### config.mk
export PLATFORM = sky130hd
export DESIGN_NAME = instr_fetch
export DESIGN_NICKNAME = d
export VERILOG_FILES = /design/src/rtl/instr_fetch.sv
export SDC_FILE = /design/constraint.sdc
export NUM_CORES = 1
export LEC_CHECK = 0
export ABC_AREA = 1
export CAP_MARGIN = 5
export CORE_AREA = 3 3 221 136
export CTS_CLUSTER_SIZE = 30
export DETAILED_ROUTE_END_ITERATION = 8
export DIE_AREA = 0 0 224 139
export PLACE_DENSITY = 0.74
export SETUP_SLACK_MARGIN = 0.1
export SKIP_CTS_REPAIR_TIMING = 1
export SLEW_MARGIN = 20
export SYNTH_ARGS = -nofsm -noshare
export SYNTH_HDL_FRONTEND = slang
export SYNTH_SLANG_ARGS = --single-unit
### constraint.sdc
create_clock -name clk -period 10.4 [get_ports clk]
set_input_delay 1.04 -clock clk [delete_from_list [all_inputs] [get_ports clk]]
set_output_delay 1.04 -clock clk [all_outputs]
set_load 0.02 [all_outputs]
### src/rtl/instr_fetch.sv
// Instruction-fetch stage with the IF/ID pipeline register.
// Owns the fetch PC and keeps at most one instruction-memory request in
// flight. Decode's branch/jump/jr redirects are applied after exactly one
// delay-slot instruction. A one-entry hold buffer parks a response that
// arrives while decode is stalled.
module instr_fetch #(
    parameter logic [31:0] RESET_PC  = 32'h0040_0000,
    parameter logic [31:0] NOP_INSTR = 32'h0000_0000
) (
    input  logic        clk,
    input  logic        rst_n,
    input  logic        en,
    input  logic        stall,
    input  logic        jump_branch,
    input  logic        jump_target,
    input  logic        jump_reg,
    input  logic [31:0] jr_pc,
    output logic        imem_req,
    output logic [31:0] imem_addr,
    input  logic [31:0] imem_rdata,
    input  logic        imem_valid,
    output logic [31:0] pc,
    output logic [31:0] instr,
    output logic        instr_valid
);

    typedef enum logic [1:0] {IDLE, WAIT, HOLD} state_t;

    state_t      state;
    state_t      state_nxt;

    logic [31:0] fetch_pc;
    logic [31:0] req_addr;
    logic [31:0] redirect_pc;
    logic        redirect_pending;
    logic [31:0] hold_pc;
    logic [31:0] hold_instr;

    logic        free;
    logic        advance;
    logic        redirect;
    logic        ds_issued;
    logic [31:0] pc_plus4;
    logic [31:0] target;
    logic        issue;
    logic        load_mem;
    logic        load_hold;
    logic        capture;

    // PC-relative branch target: sign-extended word offset, 32-bit wrap.
    function automatic logic [31:0] branch_target(input logic [31:0] base,
                                                  input logic [15:0] imm);
        logic signed [31:0] offset;
        offset = {{14{imm[15]}}, imm, 2'b00};
        return base + $unsigned(offset);
    endfunction

    // Region-absolute J/JAL target inside the current 256 MB segment.
    function automatic logic [31:0] jump_abs_target(input logic [3:0]  seg,
                                                    input logic [25:0] index);
        return {seg, index, 2'b00};
    endfunction

    // Redirect decode and effective request address.
    always_comb begin
        pc_plus4  = pc + 32'd4;
        free      = ~instr_valid | ~stall;
        advance   = instr_valid & ~stall;
        redirect  = advance & (jump_reg | jump_target | jump_branch);
        // The delay slot is already requested once fetch_pc has moved past pc+4.
        ds_issued = (fetch_pc != pc_plus4);
        if (jump_reg) begin
            target = jr_pc;
        end else if (jump_target) begin
            target = jump_abs_target(pc_plus4[31:28], instr[25:0]);
        end else begin
            target = branch_target(pc_plus4, instr[15:0]);
        end
        imem_addr = (redirect && ds_issued) ? target : fetch_pc;
    end

    // Fetch FSM next state and per-cycle actions.
    always_comb begin
        state_nxt = state;
        issue     = 1'b0;
        load_mem  = 1'b0;
        load_hold = 1'b0;
        capture   = 1'b0;
        case (state)
            IDLE: begin
                // Responses seen here are stale and deliberately ignored.
                if (en) begin
                    issue     = 1'b1;
                    state_nxt = WAIT;
                end
            end
            WAIT: begin
                if (imem_valid) begin
                    if (free) begin
                        load_mem = 1'b1;
                        if (en) begin
                            issue = 1'b1;
                        end else begin
                            state_nxt = IDLE;
                        end
                    end else begin
                        capture   = 1'b1;
                        state_nxt = HOLD;
                    end
                end
            end
            HOLD: begin
                if (free) begin
                    load_hold = 1'b1;
                    if (en) begin
                        issue     = 1'b1;
                        state_nxt = WAIT;
                    end else begin
                        state_nxt = IDLE;
                    end
                end
            end
            default: state_nxt = IDLE;
        endcase
    end

    // No request may escape while reset is held, even with en high.
    assign imem_req = issue & rst_n;

    // FSM state register.
    always_ff @(posedge clk or negedge rst_n) begin
        if (!rst_n) begin
            state <= IDLE;
        end else begin
            state <= state_nxt;
        end
    end

    // Fetch PC and deferred-redirect bookkeeping.
    always_ff @(posedge clk or negedge rst_n) begin
        if (!rst_n) begin
            fetch_pc         <= RESET_PC;
            redirect_pending <= 1'b0;
        end else if (redirect) begin
            if (ds_issued) begin
                fetch_pc <= issue ? (target + 32'd4) : target;
            end else if (issue) begin
                // This request is the delay slot; the target comes next.
                fetch_pc <= target;
            end else begin
                redirect_pending <= 1'b1;
            end
        end else if (issue) begin
            if (redirect_pending) begin
                fetch_pc         <= redirect_pc;
                redirect_pending <= 1'b0;
            end else begin
                fetch_pc <= imem_addr + 32'd4;
            end
        end
    end

    // Redirect target parked until the delay slot gets requested.
    always_ff @(posedge clk) begin
        if (redirect && !ds_issued && !issue) begin
            redirect_pc <= target;
        end
    end

    // Address of the outstanding request and the hold buffer contents.
    always_ff @(posedge clk) begin
        if (issue) begin
            req_addr <= imem_addr;
        end
        if (capture) begin
            hold_pc    <= req_addr;
            hold_instr <= imem_rdata;
        end
    end

    // IF/ID register: load, drain to a bubble, or hold under stall.
    always_ff @(posedge clk or negedge rst_n) begin
        if (!rst_n) begin
            pc          <= 32'h0000_0000;
            instr       <= NOP_INSTR;
            instr_valid <= 1'b0;
        end else if (load_mem) begin
            pc          <= req_addr;
            instr       <= imem_rdata;
            instr_valid <= 1'b1;
        end else if (load_hold) begin
            pc          <= hold_pc;
            instr       <= hold_instr;
            instr_valid <= 1'b1;
        end else if (free) begin
            instr       <= NOP_INSTR;
            instr_valid <= 1'b0;
        end
    end

endmodule

Yosys cells after proc, flatten, opt, wreduce, memory -nomap -nowiden:

Index checks and enable logic that the tools add are counted.

* $add $sub $neg: 4
* equality and inequality tests: 9
* muxes and demuxes: 39
* bitwise logic cells: 8
* reduce and logical (&&, ||, !) cells: 13

Operator list (count)
* $mux 32: 14
* $add 32x3->32 const B: 3
* $add 32x32->32: 1
* $ne 32x32->1: 1
* $mux 1: 18
* $mux 2: 5
* $ne 2x2->1 const B: 5
* $pmux 2 s3: 1
* $reduce_bool 2->1: 3
* $reduce_and 4->1: 1
* $and 1x1->1: 3
* $logic_and 1x1->1: 3
* $ne 3x3->1 const B: 1
* $or 1x1->1: 3
* $pmux 1 s3: 1
* $reduce_and 3->1: 1
* $reduce_bool 3->1: 1
* $eq 2x1->1 const B: 1
* $eq 2x2->1 const B: 1
* $logic_not 1->1: 2
* $logic_not 2->1: 1
* $not 1->1: 2
* $reduce_and 2->1: 1

* flip-flop bits (word level): 228
* input port bits: 72
* output and inout port bits: 98
* logic and storage cells: 83

Longest topological paths before layout:

* word-level depth: 9
* mapped depth: 32

Worst setup path before layout:

No wires, ideal clock.

* path kind: input port to flip-flop
* from: in stall
* to: reg redirect_pc[0] (enable)
* setup time: 463 ps
* data arrival time: 4841 ps
* data required time: 9937 ps
* path slack: 5097 ps
* stages on the path: 8
* buffers on the path: 0
* cell sequence: nand2_1 > inv_1 > nor2_1 > nor2_1 > inv_1 > o21ai_0 > inv_1 > nor3_1

* word-level cells in the longest chain between the ends: 7

RTL lines
* start, declared: line 13 `input logic stall,`
* $not 1->1 *: line 67 `free = ~instr_valid | ~stall;`
* $or 1x1->1 *: line 67
* $mux 1 *: line 99 `if (free) begin`
* $mux 1: line 98 `if (imem_valid) begin`
* $pmux 1 s3 *: line 89 `case (state)`
* net issue: line 45 `logic issue;`
* $logic_not 1->1 *: line 165 `if (redirect && !ds_issued && !issue) begin`
* $logic_and 1x1->1 *: line 165
* end signal, assigned: line 166 `redirect_pc <= target;`
* end, declared: line 34 `logic [31:0] redirect_pc;`

Mark *: on every way through the listed nets, which the timed path passes. The rest lies on a longest branch.
A chain may end at the register's enable or synchronous reset.

Worst setup path in the final report:

* from: reg pc[2]
* to: out imem_addr[27]

* word-level cells in the longest chain between the ends: 5

RTL lines
* start, declared: line 22 `output logic [31:0] pc,`
* start signal, assigned: line 188 `pc <= req_addr;`
* start signal, assigned: line 192 `pc <= hold_pc;`
* $add 32x3->32: line 66 `pc_plus4 = pc + 32'd4;`
* $add 32x32->32: line 55 `return base + $unsigned(offset);`
* $mux 32: line 74 `end else if (jump_target) begin`
* $mux 32: line 72 `if (jump_reg) begin`
* net target[27]: line 44 `logic [31:0] target;`
* $mux 32: line 79 `imem_addr = (redirect && ds_issued) ? target : fetch_pc;`
* end, declared: line 19 `output logic [31:0] imem_addr,`

The timed path passes the listed nets, and every way through them passes these cells.

==> impl_metrics.ini <==
[timing]
period_needed_ns = 6.56
skew_ns = 0.0114
rsz0062_at_grt = no
setup_viol = 0
fin_setup_tns_ns = 0
slew_violations = 0
holdWs_ns = 0.441
setup_slack_ns = 3.84
min_period_over_period_pct = 63.1
tightest_slew_ns = 1.26
fmax_ghz = 0.152
relSlewSlack_pct = 13.8
hold_violations = 0

[power_and_ir_drop]
p_clk_share_pct = 15.6
power_density_nw_per_um2 = 322
power_switching_share_pct = 51.8
p_switching_w = 0.00304
ir_worst_vdd_v = 0.000240
comb_power_share_pct = 56.8
p_int_w = 0.00282
power.leakage_nw = 8.18
p_seq_share_pct = 27.6

[synth]
synth_top_cell_area_share_pct = 24.9
synth_commonest_cells = nand2_1 (569), nor2_1 (295), inv_1 (233)
yosys.area_share.adder_pct = 3.05
synth_area_leaders = edfxtp_1 (25%), dfrtp_1 (16%), nand2_1 (14%)
yosysWarnings = 0
synthSimpleGateAreaFrac_pct = 34.4
synth_area_um2 = 15400
synth-edff-count = 128
synth_xor_area_share_pct = 0.739
synth-seq-cells = 228
ys_types = 50
synth_top_family_by_area = simple AND/OR/NAND/NOR gates
synth_nets = 2250
async_flop_share_pct = 43.9
synth_area_leader_cell = edfxtp_1
synthMuxAreaShare_pct = 0
syn_inst = 2141
synth_flop_cell = edfxtp_1
synth_most_common_cell = nand2_1
ys_seq_area_share_pct = 41.2
synth-compound-area-share_pct = 12.7
postSynthAreaPerCell_um2 = 7.20

[worst_setup_path]
start_kind = register
r2r_setup_slack_ns = 4.72
endpoint_kind = output pin
crit_type = register to output pin
crit_slowest_cell = a21oi_1
max_stage_delay_ns = 0.85
r2r-start = instr_valid
startpoint = pc[2]
crit_required_ns = 9.36
crit_fanout = 9
worstPathCellList = ha_1 -> nand2_2 -> nor2_8 -> nand2_4 -> nand2_1 -> nand2_1 -> ha_1 -> a21oi_1 -> a21boi_0 -> nand3_1 -> nand2_1 -> nand3_1 -> nand2_1 -> nand3_1 -> a21oi_1 -> nand3_1 -> nand2_4 -> clkdlybuf4s50_1
reg2regPathDepth = 12
crit_arrival_ns = 5.52

[clock_tree]
clockRootBuffer = clkbuf_16
clk_latency_ns = 0.56
clk_pin_slew_ns = 0.07
cts_tree = yes
cts_sinks = 228
htreeDepth = 1
cts_buffers = 23
clockBufferDepth = 3

[place]
post-place-cells = 2635
place.gp.congestion = 1.06
dp_hpwl_mm = 47.4
placed_area_um2 = 17400
io_buffer_count = 169
dp_slack_ns = 3.82

[drt]
viasPerCell = 6.09
dr.pass1.iters = 6
vias = 16300
wl_per_cell_um = 23.2
drtIter0Drc = 2527
ant_nets = 0
route.detailed.drc = 0
wl_mm = 62.0

[floorplanning]
die_y_um = 139
die_width_um = 224
rows = 48
coreArea_um2 = 28400
start_util_pct = 54.3
ios = 170
fp.dieArea_um2 = 31100

[hold_path]
holdPathStages = 2
min_from = hold_instr[31]
min-delay-path-class = register to register

[run]
drv_cap = 0

[grt]
grt_overflow_total = 0
antenna_found_initial = 2
grt_usage_pct = 39.1
grt_pass1_vias = 14600
grt_max_degree = 66
grt_pass1_wl_mm = 92.0

[cells_and_area]
drive_gt1_share_pct = 6.91
nNetsFinal = 2394
design_area_um2 = 18200
layoutNonFillerInstCount = 2676
areaGrowthSynthToFinish_pct = 18.0
antenna_cells = 0

[run_status]
status = finished clean
==> flip-flops by register name, indices dropped and copies added (netlist names) <==
| name | flops |
|---|---|
| redirect_pending | 1 |
| instr_valid | 1 |
| pc | 32 |
| instr | 32 |
| redirect_pc | 32 |
| hold_pc | 32 |
| state | 2 |
| hold_instr | 32 |
| req_addr | 32 |
| fetch_pc | 32 |
==> worst paths after layout <==
check | end
max reg2reg | fetch_pc[1]
max in group asynchronous | pc[21]
min in group asynchronous | instr[26]
max | imem_addr[27]
min reg2reg | instr[31]
min | instr[31]
==> worst max-delay path: cells and delay by family, from the launching register on <==
kind | cells | cell delay [ns]
DFF | 1 | 0.45
adders and majority gates | 2 | 0.62
AOI/OAI and AO/OA | 3 | 1.50
and+or+nand+nor | 12 | 1.73
buffers and inverters | 1 | 0.63
==> cell families (layout without fill, tap and decap cells) <==
family                   after synthesis  in the layout
flip-flops                           228            228
XOR/XNOR                              13             13
AO/OA/AOI/OAI                        350            350
adder cells (fa/ha/maj)               37             37
buffers and inverters                305            465
AND/OR/NAND/NOR                     1208           1208
==> layout make-up <==
class / count / area (µm²)
Fill cell: 2498 / 10200
Multi-Input combinational cell: 1608 / 7890
Sequential cell: 228 / 6350
Timing Repair Buffer: 182 / 1780
Inverter: 242 / 908
Clock buffer: 33 / 664
Tap cell: 375 / 469
Clock inverter: 8 / 136
==> placed cells by master, fill, tap and decap left out, drive strengths merged, types with 2 or more instances in the layout <==
cell           netlist  final
a211oi               2      2
a21boi               3      3
a21oi              140    140
a22oi               41     41
a31oi                8      8
and2                 4      4
buf                 22     15
bufinv               0      3
clkbuf              41     33
clkdlybuf4s50        0    167
clkinv               2      5
dfrtp               99     99
edfxtp             128    128
ha                  36     36
inv                240    241
nand2              625    625
nand3              191    191
nand3b               5      5
nand4               30     30
nor2               329    329
nor3                15     15
nor3b                2      2
nor4                 2      2
o211ai               7      7
o21ai              108    108
o21bai               6      6
o22ai               30     30
or2                  3      3
xnor2                6      6
xor2                 7      7
==> power groups by stage <==
stage | clock network, W | logic, W | registers [W]
finish | 0.000911 | 0.00333 | 0.00162
global route | 0.000947 | 0.00358 | 0.00163
CTS | 0.000910 | 0.00323 | 0.00159
detailed placement | 0 | 0.00321 | 0.00160
global placement | 0 | 0.00319 | 0.00160
floorplan | 0 | 0.00192 | 0.00157
==> through the flow <==
step,power (W),util [%]
finish,0.00586,64.0
global route,0.00616,64.0
CTS,0.00573,64.0
detailed placement,0.00481,61.2
global placement,0.00479,61.2
floorplan,0.00348,-
==> routing by layer <==
metal  up-vias  GRT usage (%)  routed length [µm]
met5         -              0                  13
met4         2           8.88                1550
met3       116           14.1               10200
met2      1091           52.0               24300
met1      7698           60.1               26000
li1       7381              -                   -
Note: power is estimated with default switching activity, not from simulation.
